===== src/rtl/trace_pkg.sv =====
// trace_pkg: shared types and constants for the trace buffer.
//   TRACE_ADDR_W  - data-memory word address width
//   TRACE_DATA_W  - width of the data fields held in a trace entry. The
//                   trace_buffer DATA_W parameter must equal this value.
//   trace_entry_t - one captured retirement event. The ts field exists only
//                   when TRACE_TIMESTAMP_EN is defined.
package trace_pkg;

  localparam int TRACE_ADDR_W = 9;
  localparam int TRACE_REG_W  = 5;
  localparam int TRACE_DATA_W = 32;

  typedef struct packed {
`ifdef TRACE_TIMESTAMP_EN
    logic [31:0]             ts;
`endif
    logic                    reg_v;
    logic [TRACE_REG_W-1:0]  reg_num;
    logic [TRACE_DATA_W-1:0] reg_data;
    logic                    mem_wr;
    logic                    mem_rd;
    logic [TRACE_ADDR_W-1:0] addr;
    logic [TRACE_DATA_W-1:0] mem_data;
  } trace_entry_t;

endpackage


===== src/rtl/trace_fifo_mem.sv =====
// trace_fifo_mem: DEPTH x trace_entry_t storage array for trace_buffer.
// Ports:
//   clk          - write clock
//   we/waddr     - write enable and write index
//   wdata        - entry to store
//   raddr/rdata  - asynchronous read index and entry
// The array contents are deliberately not reset. The read port is
// combinational, so an entry written on one edge is visible in the next cycle.
module trace_fifo_mem
  import trace_pkg::*;
#(
  parameter int DEPTH = 8,
  parameter int AW    = $clog2(DEPTH)
) (
  input  logic          clk,
  input  logic          we,
  input  logic [AW-1:0] waddr,
  input  trace_entry_t  wdata,
  input  logic [AW-1:0] raddr,
  output trace_entry_t  rdata
);

  trace_entry_t mem [DEPTH];

  always_ff @(posedge clk) begin
    if (we) mem[waddr] <= wdata;
  end

  assign rdata = mem[raddr];

endmodule


===== src/rtl/trace_buffer.sv =====
// trace_buffer: captures core retirement events into a FIFO of trace entries.
// Each entry records a register write and/or a data-memory access.
// Ports:
//   clk, reset (async, active low)
//   reg_num/reg_data/reg_write_sig  - retiring register write
//   wr/rd/addr/wr_data/rd_data      - data-memory access
//   clear                           - synchronous flush; also clears overflow
//                                     and drop_cnt
//   t_valid/t_ready                 - output handshake; t_* carry the head entry
//   level                           - occupancy, 0..DEPTH
//   overflow/drop_cnt               - sticky drop flag and saturating drop count
// Optional: TRACE_TIMESTAMP_EN adds a free-running 32-bit cycle counter and
//   the t_ts output, which carries the counter value of the capture cycle.
module trace_buffer
  import trace_pkg::*;
#(
  parameter int DATA_W = 32,
  parameter int DEPTH  = 8
) (
  input  logic                    clk,
  input  logic                    reset,
  input  logic [TRACE_REG_W-1:0]  reg_num,
  input  logic [DATA_W-1:0]       reg_data,
  input  logic                    reg_write_sig,
  input  logic                    wr,
  input  logic                    rd,
  input  logic [TRACE_ADDR_W-1:0] addr,
  input  logic [DATA_W-1:0]       wr_data,
  input  logic [DATA_W-1:0]       rd_data,
  input  logic                    clear,
  output logic                    t_valid,
  input  logic                    t_ready,
  output logic                    t_reg_v,
  output logic [TRACE_REG_W-1:0]  t_reg_num,
  output logic [DATA_W-1:0]       t_reg_data,
  output logic                    t_mem_wr,
  output logic                    t_mem_rd,
  output logic [TRACE_ADDR_W-1:0] t_addr,
  output logic [DATA_W-1:0]       t_mem_data,
  output logic [$clog2(DEPTH):0]  level,
  output logic                    overflow,
  output logic [15:0]             drop_cnt
`ifdef TRACE_TIMESTAMP_EN
  ,
  output logic [31:0]             t_ts
`endif
);

  localparam int AW = $clog2(DEPTH);
  localparam int LW = AW + 1;
  localparam logic [LW-1:0] FULL_LEVEL = LW'(DEPTH);

  logic [AW-1:0] wr_ptr;
  logic [AW-1:0] rd_ptr;
  logic          reg_v;
  logic          event_v;
  logic          is_full;
  logic          pop;
  logic          push;
  logic          drop;
  trace_entry_t  cap_entry;
  trace_entry_t  mem_head;
  trace_entry_t  head_out;

`ifdef TRACE_TIMESTAMP_EN
  logic [31:0] ts_cnt;

  always_ff @(posedge clk or negedge reset) begin
    if (!reset) ts_cnt <= '0;
    else        ts_cnt <= ts_cnt + 32'd1;
  end
`endif

  assign reg_v   = reg_write_sig && (reg_num != '0);
  assign event_v = reg_v || wr || rd;
  assign is_full = (level == FULL_LEVEL);
  assign t_valid = (level != '0);

  // Popping in the same cycle frees a slot, so a full buffer still accepts.
  // clear discards both the same-cycle event and the pop.
  assign pop  = t_valid && t_ready && !clear;
  assign push = event_v && (!is_full || pop) && !clear;
  assign drop = event_v && is_full && !pop && !clear;

  // Unused fields of an entry are stored as zero.
  always_comb begin
    cap_entry        = '0;
    cap_entry.reg_v  = reg_v;
    cap_entry.mem_wr = wr;
    cap_entry.mem_rd = rd;
    if (reg_v) begin
      cap_entry.reg_num  = reg_num;
      cap_entry.reg_data = reg_data;
    end
    if (wr || rd) cap_entry.addr = addr;
    if (wr)       cap_entry.mem_data = wr_data;
    else if (rd)  cap_entry.mem_data = rd_data;
`ifdef TRACE_TIMESTAMP_EN
    cap_entry.ts = ts_cnt;
`endif
  end

  trace_fifo_mem #(
    .DEPTH (DEPTH),
    .AW    (AW)
  ) u_mem (
    .clk   (clk),
    .we    (push),
    .waddr (wr_ptr),
    .wdata (cap_entry),
    .raddr (rd_ptr),
    .rdata (mem_head)
  );

  always_ff @(posedge clk or negedge reset) begin
    if (!reset) begin
      wr_ptr   <= '0;
      rd_ptr   <= '0;
      level    <= '0;
      overflow <= 1'b0;
      drop_cnt <= '0;
    end else if (clear) begin
      wr_ptr   <= '0;
      rd_ptr   <= '0;
      level    <= '0;
      overflow <= 1'b0;
      drop_cnt <= '0;
    end else begin
      if (push) wr_ptr <= wr_ptr + AW'(1);
      if (pop)  rd_ptr <= rd_ptr + AW'(1);
      case ({push, pop})
        2'b10:   level <= level + LW'(1);
        2'b01:   level <= level - LW'(1);
        default: level <= level;
      endcase
      if (drop) begin
        overflow <= 1'b1;
        if (drop_cnt != 16'hFFFF) drop_cnt <= drop_cnt + 16'd1;
      end
    end
  end

  // Stale array contents must not leak out while the buffer is empty.
  always_comb begin
    head_out = '0;
    if (t_valid) head_out = mem_head;
  end

  assign t_reg_v    = head_out.reg_v;
  assign t_reg_num  = head_out.reg_num;
  assign t_reg_data = head_out.reg_data;
  assign t_mem_wr   = head_out.mem_wr;
  assign t_mem_rd   = head_out.mem_rd;
  assign t_addr     = head_out.addr;
  assign t_mem_data = head_out.mem_data;
`ifdef TRACE_TIMESTAMP_EN
  assign t_ts       = head_out.ts;
`endif

endmodule


===== config.mk =====
export PLATFORM = sky130hd
export DESIGN_NAME = trace_buffer
export DESIGN_NICKNAME = d
export VERILOG_FILES = /design/src/rtl/trace_pkg.sv /design/src/rtl/trace_fifo_mem.sv /design/src/rtl/trace_buffer.sv
export SDC_FILE = /design/constraint.sdc
export NUM_CORES = 1
export LEC_CHECK = 0
export ABC_AREA = 1
export ABC_CLOCK_PERIOD_IN_PS = 6200
export BUFFER_PORTS_ARGS = -buffer_cell sky130_fd_sc_hd__buf_2
export CORE_UTILIZATION = 35
export CTS_BUF_LIST = sky130_fd_sc_hd__clkbuf_2 sky130_fd_sc_hd__clkbuf_4 sky130_fd_sc_hd__clkbuf_8
export CTS_CLUSTER_DIAMETER = 30
export DETAILED_ROUTE_END_ITERATION = 8
export SYNTH_ARGS = -nofsm -noshare
export SYNTH_HDL_FRONTEND = slang
export SYNTH_SLANG_ARGS = --single-unit

===== constraint.sdc =====
create_clock -name clk -period 6.2 [get_ports clk]
set_input_delay 1.24 -clock clk [delete_from_list [all_inputs] [get_ports clk]]
set_output_delay 1.24 -clock clk [all_outputs]
set_load 0.01 [all_outputs]

==> results of run 1 <==
==> through the flow <==
stage	instances	worst slack (ns)	hold WS (ns)	area, µm²
floorplan	2273	0.3179	0.5326	27520
global route	3672	0.8905	0.5141	32670
finish	3672	1.130	0.5038	32670
global placement	3411	1.921	0.4793	29660
detailed placement	3411	1.898	0.4868	29660
CTS	3670	1.023	0.4616	32660
==> worst max-delay path by stage <==
stage                          start                        end  slack [ns]  depth (start not counted)
2_1_floorplan                     wr  u_mem.mem[0][0]$_DFFE_PP_        0.32                          7
3_3_place_gp   rd_ptr[0]$_DFFE_PN0P_              t_reg_data[3]        1.92                          7
3_5_place_dp   rd_ptr[0]$_DFFE_PN0P_              t_reg_data[3]        1.90                          7
4_1_cts        rd_ptr[1]$_DFFE_PN0P_              t_mem_data[5]        1.02                          7
5_1_grt        rd_ptr[0]$_DFFE_PN0P_              t_reg_data[3]        0.89                          7
6_report       rd_ptr[1]$_DFFE_PN0P_              t_mem_data[5]        1.13                          7
==> worst min-delay path, stage by stage, from the launching register on <==
cell and delay [ns]:
dfrtp_1 0.34, nor2_1 0.05, nor2_1 0.07
==> final cells by class <==
| type | count | area [µm²] |
|---|---|---|
| Clock buffer | 175 | 2240 |
| Sequential cell | 675 | 20140 |
| Fill cell | 7229 | 44930 |
| Timing Repair Buffer | 253 | 1426 |
| Antenna cell | 2 | 5.005 |
| Inverter | 78 | 307.8 |
| Clock inverter | 84 | 764.5 |
| Multi-Input combinational cell | 1365 | 6480 |
| Tap cell | 1040 | 1301 |
==> state kept, by name, indices dropped and copies added, names as in the netlist <==
signal / count
drop_cnt: 16
level: 4
overflow: 1
rd_ptr: 3
u_mem.mem: 648
wr_ptr: 3
==> per-layer routing <==
metal  track usage  wire, µm
met1        0.2345     31010
met2        0.2809     33770
met3       0.04576      4751
met4       0.07374      1863
met5             0        12
==> power by group <==
group / internal (µW) / total (µW) / switching (µW)
clock: 2910 / 4890 / 1980
sequential: 5170 / 5210 / 42.4
combinational: 222 / 817 / 595
==> kinds of logic (layout without fill, tap and decap cells) <==
kind of cell | Yosys count | after routing | share of synthesized area
and+or+nand+nor | 757 | 757 | 0.1099
DFF | 675 | 675 | 0.7317
AOI/OAI and AO/OA | 590 | 590 | 0.1167
buffers and inverters | 233 | 590 | 0.03537
xor gates and xnor gates | 13 | 13 | 0.004138
adders and majority gates | 5 | 5 | 0.002273
other | 0 | 2 | 0
==> synthesized netlist by cell type (6+ instances only) <==
master    instances  area share
o21ai_1          28      0.0051
dfrtp_1          27       0.025
nand2_1         117       0.016
buf_2            34      0.0062
nor2_1          558       0.076
o22ai_1          82       0.019
clkbuf_1        108       0.015
edfxtp_1        648        0.71
inv_1            74       0.010
nand3_1          52      0.0095
nand2_2           6      0.0014
o21ai_0         382       0.069
a31oi_1          81       0.018
xor2_1           12      0.0038
buf_1             6     0.00082
==> placed cells by master (no fill, tap or decap), types with 4 or more instances in the layout <==
cell type   Yosys  routed
nor2_1        558     549
nor2_4          3      11
dfrtp_1        27      25
o21ai_0       382     382
nand2_1       117     116
inv_6           0       5
inv_1          74      73
a21oi_1         5       5
inv_8           0       4
bufinv_16       0      12
nand4_1         5       5
buf_2          34     219
clkbuf_4        0      27
o21ai_1        28      28
clkinv_1        1      25
o22ai_1        82      82
nor3_1          5       5
clkinvlp_4      0      12
a31oi_1        81      81
clkbuf_8        1     148
xor2_1         12      12
buf_12          1       6
nand3_1        52      52
o21ai_2         4       4
ha_1            5       5
buf_4           2      28
edfxtp_1      648     648
clkinv_2        0      25
nand2_2         6       6
==> out/results.tsv, run 1 <==
stage	metric	value	unit
layout	Layout area overhead	18.71	%
run	max_cap viols	0	
clock_tree	CTS Buf Count	145	
clock_tree	setup bufs post-CTS	0	
floorplan	Rows	102	
sta	Max Fclk	197.2	MHz
clock_tree	Max H-tree Level	4	
critical_path	Critical R2R Capture	u_mem.mem[7][41]$_DFFE_PP_	
grt	initial antenna violation count	2	
sta	Pins Over Slew Limit	0	
grt	first-pass GRT wire length	107400	µm
clock_tree	CTS tree	yes	
synthesis	Gate Count Post-Synth	2273	
floorplan	Die Area	79750	µm²
route	Routed Antenna Nets	0	
critical_path	CP dominant cell by count	o21ai_0	
synthesis	Avg Inst Size Synth	12.11	µm²
synthesis	synth warn	0	
sta	Max Clock Skew	0.02493	ns
min_path	Hold Path Origin	overflow$_DFFE_PN0P_	
grt	largest net degree at the start of global routing	167	
floorplan	core box area	77590	µm²
synthesis	Mapped Nets	2395	
critical_path	CP Buf/Inv Count	3	
clock_tree	clk sink count	675	
sta	Hold Vio Cnt, Final	0	
clock_tree	Resized Gates After CTS	0	
sta	worst-margin pin slew	1.262	ns
placed_design	Port Buf Inserts	219	
synthesis	ys async rst share	0.04000	
route	DRC Markers	0	
sta	# setup viols final	0	
critical_path	Setup CP Type	reg2out	
critical_path	critical path startpoint category	register	
critical_path	critical-path maximum fanout	94	
clock_tree	cts hold-fix bufs	0	
critical_path	Worst R2R Path Depth	11	
synthesis	Mapped Area	27520	µm²
power	total power	10910	µW
min_path	Hold Path Sink	overflow$_DFFE_PN0P_	
sta	Tmin final	5.070	ns
critical_path	Critical Path AT	3.83	ns
placed_design	RePlAce Congestion	0.8172	
floorplan	Starting Density	0.3546	
clock_tree	Clock transition at path regs	0.05	ns
sta	TNS Setup	0	ns
outcome	status	completed	
grt	GRT Total Usage	0.1785	
floorplan	# IOs	220	
route	WL final	71400	µm
synthesis	Most used DFF post-synth	edfxtp_1	
grt	vias in the first global route	18580	
sta	Final Cycle Share	0.8178	
sta	RSZ-0062 raised after global routing	no	
route	drt initial violations	1505	
synthesis	Seq/Total Area, Yosys	0.7317	
floorplan	chip width	282.4	µm
floorplan	Die Ht	282.4	µm
clock_tree	Max Buffers Root-to-Sink	3	
clock_tree	Clk Latency, worst-skew pair	0.75	ns
layout	Final Core Density	0.4210	
critical_path	Largest delay share family, worst path	buffers and inverters	
min_path	Hold Path Class	reg2reg	
critical_path	CP max-delay cell	inv_4	
power	Pleak	0.01185	µW
synthesis	Distinct cells, synth	40	
critical_path	CP required	4.96	ns
route	TritonRoute pass-1 iters	5	
synthesis	EDFF count, synth	648	
critical_path	reg2reg start	level[0]$_DFFE_PN0P_	
grt	Overflow after GRT	0	
critical_path	r2r setup slk	2.46	ns
power	Max IR drop VDD	0.0001530	V
critical_path	CP endpoint kind	primary output	
placed_design	dpl hpwl	38490	µm
power	pwr dens	334.1	nW/µm²
route	Via Count	18840	
min_path	Hold Path Depth	2	
route	Avg WL per Cell	19.45	µm
layout	layout cells sized above 1	0.2008	
clock_tree	root buffer cell	clkbuf_8	
synthesis	Yosys reg bits	675	
sta	Slew headroom	0.1564	
route	Via density	5.131	
critical_path	cells along the critical path	inv_4, buf_4, o21ai_0, o22ai_1, o21ai_0, a31oi_1, buf_2	
critical_path	Largest stage delay, worst path	0.89	ns
layout	layout net count	2640	
No activity file was read; power rests on OpenSTA's default activity.
==> run 2: changes to the inputs <==
Settings changed: ABC_AREA 1 to 0, ABC_CLOCK_PERIOD_IN_PS 6200 to 5200.
Clock period 6.2 ns to 5.2 ns, I/O delays scaled along.
==> out/results.tsv, run 2 <==
stage	metric	value	unit
synthesis	synth top area cells	edfxtp_1 (73%), mux4_2 (14%), mux2i_1 (3.2%)	
clock_tree	root buffer cell	clkbuf_8	
floorplan	core box area	74950	µm²
critical_path	CP required	4.16	ns
floorplan	Starting Density	0.3556	
sta	worst-margin pin slew	0.9785	ns
layout	Reg with most FFs	u_mem.mem	
grt	Overflow after GRT	0	
synthesis	area leader, netlist	edfxtp_1	
run	max_cap viols	0	
synthesis	synth warn	0	
sta	Pins Over Slew Limit	0	
power	Pleak	0.01066	µW
sta	hold slack final	0.3089	ns
placed_design	dpl hpwl	36260	µm
sta	Slew headroom	0.3476	
floorplan	Die Ht	278.0	µm
route	Via density	5.092	
power	Max IR drop VDD	0.0003271	V
layout	leading registers by flop count	u_mem.mem: 648 flops, drop_cnt: 16 flops, level: 4 flops	
floorplan	Die Area	77260	µm²
critical_path	critical-path maximum fanout	37	
clock_tree	CTS Buf Count	133	
clock_tree	setup bufs post-CTS	0	
layout	max reg flops	648	
synthesis	Most used DFF post-synth	edfxtp_1	
synthesis	Gate Count Post-Synth	1299	
route	Via Count	13710	
clock_tree	Max H-tree Level	4	
synthesis	EDFF count, synth	648	
floorplan	# IOs	220	
route	DRC Markers	0	
placed_design	placed standard-cell area	29210	µm²
route	Routed Antenna Nets	0	
clock_tree	Max Buffers Root-to-Sink	3	
layout	Layout area overhead	20.07	%
grt	vias in the first global route	14700	
grt	GRT Total Usage	0.1624	
clock_tree	Resized Gates After CTS	0	
synthesis	ys async rst share	0.04000	
sta	Max Clock Skew	0.03451	ns
layout	commonest non-fill, non-tap cell in the layout	edfxtp_1	
synthesis	Yosys reg bits	675	
synthesis	Seq/Total Area, Yosys	0.7555	
clock_tree	clk sink count	675	
layout	layout cells sized above 1	0.3757	
synthesis	share of Yosys cell area claimed by the top area cell type	0.7301	
sta	Max Fclk	229.3	MHz
sta	Tmin final	4.361	ns
route	TritonRoute pass-1 iters	5	
route	drt initial violations	985	
grt	initial antenna violation count	5	
grt	largest net degree at the start of global routing	70	
layout	final instance area	32000	µm²
critical_path	CP endpoint kind	primary output	
floorplan	Rows	100	
critical_path	critical path startpoint category	register	
synthesis	Avg Inst Size Synth	20.52	µm²
floorplan	chip width	278.0	µm
route	Avg WL per Cell	22.86	µm
sta	TNS Setup	0	ns
critical_path	Largest stage delay, worst path	0.91	ns
clock_tree	Clk Latency, worst-skew pair	0.77	ns
sta	Final Cycle Share	0.8386	
clock_tree	cts hold-fix bufs	0	
synthesis	count leader, synth	edfxtp_1	
critical_path	Setup CP Type	reg2out	
clock_tree	Clock transition at path regs	0.06	ns
critical_path	Critical Path AT	3.32	ns
synthesis	Mapped Area	26650	µm²
outcome	status	completed	
sta	RSZ-0062 raised after global routing	no	
synthesis	Commonest cells post-synth	edfxtp_1 (648), mux4_2 (162), nor2_1 (100), mux2i_1 (84), clkbuf_1 (40)	
grt	first-pass GRT wire length	92740	µm
sta	# setup viols final	0	
placed_design	RePlAce Congestion	0.7670	
sta	Hold Vio Cnt, Final	0	
critical_path	CP max-delay cell	dfrtp_4	
layout	fill cell count	6546	
power	pwr dens	463.1	nW/µm²
clock_tree	CTS tree	yes	
layout	layout net count	1744	
route	WL final	61530	µm
synthesis	Mapped Nets	1421	
critical_path	cells along the critical path	buf_4, mux4_2, mux2i_1, nor2_1, buf_2	
placed_design	Port Buf Inserts	219	
layout	commonest cells after routing, fill and taps aside	edfxtp_1 (648), buf_2 (219), mux4_2 (162), clkbuf_8 (135), nor2_1 (94)	
min_path	Hold Path Class	in2async	
synthesis	Distinct cells, synth	40	
## run 2: report_power, final
group / internal [µW] / switching, µW / leakage, µW
Combinational: 1310 / 1620 / 0.00290
Clock: 3160 / 2350 / 0.00144
Sequential: 6210 / 167 / 0.00632
## run 2: stage by stage
| step | total power (µW) | worst slack (ns) | instances | utilization |
|---|---|---|---|---|
| global placement | 9470 | 1.342 | 2456 | 0.3898 |
| finish | 14820 | 0.8393 | 2692 | 0.4270 |
| CTS | 15050 | 0.6647 | 2691 | 0.4269 |
| floorplan | 8349 | -1.034 | 1299 | - |
| global route | 15470 | 0.5657 | 2691 | 0.4269 |
| detailed placement | 9507 | 1.279 | 2456 | 0.3898 |
## run 2: logic make-up (layout without fill, tap and decap cells)
| family | count (synthesis) | count (layout) | synth area share |
|---|---|---|---|
| flops | 675 | 675 | 0.7555 |
| mux | 247 | 247 | 0.1689 |
| simple gates | 215 | 215 | 0.03962 |
| buf+inv | 75 | 498 | 0.01117 |
| compound gates | 73 | 73 | 0.01958 |
| xor+xnor | 9 | 9 | 0.002958 |
| fa+ha+maj | 5 | 5 | 0.002347 |
| other cells | 0 | 1 | 0 |
## run 2: metal layers
metal | global-route usage | wire length, µm | share of wire
met1 | 0.2194 | 27050 | 0.44
met2 | 0.2577 | 30090 | 0.49
met3 | 0.03887 | 3179 | 0.052
met4 | 0.05511 | 1166 | 0.019
met5 | 0 | 45 | 0.00073
## run 2: final timing paths
check                      cells past startpoint                  start  slack [ns]                     to
setup reg to reg                               9   level[1]$_DFFE_PN0P_        1.84   level[3]$_DFFE_PN0P_
hold reg to reg                                2   overflow$_DFFE_PN0P_        0.53   overflow$_DFFE_PN0P_
max in group asynchronous                      1                  reset        4.42  rd_ptr[2]$_DFFE_PN0P_
min in group clk                               2   overflow$_DFFE_PN0P_        0.53   overflow$_DFFE_PN0P_
hold / removal                                 1                  reset        0.31   level[1]$_DFFE_PN0P_
setup / recovery                               5  rd_ptr[0]$_DFFE_PN0P_        0.84           t_reg_num[3]
## run 2: final cells by class
| type | count | area [µm²] | share of cell area |
|---|---|---|---|
| clock inverter | 82 | 793.3 | 0.02479 |
| clock buffer | 153 | 1993 | 0.06228 |
| multi-input combinational | 549 | 6296 | 0.1967 |
| antenna | 1 | 2.502 | 0.00007820 |
| inverter | 5 | 18.77 | 0.0005865 |
| sequential | 675 | 20150 | 0.6295 |
| tap | 969 | 1212 | 0.03789 |
| timing repair buffer | 258 | 1539 | 0.04809 |
## run 2: worst max-delay path, delay by kind of cell (launching register included)
kind / cells / cell delay, ns
flip-flops: 1 / 0.91
multiplexers: 2 / 0.83
buffers and inverters: 2 / 0.68
AND/OR/NAND/NOR: 1 / 0.09
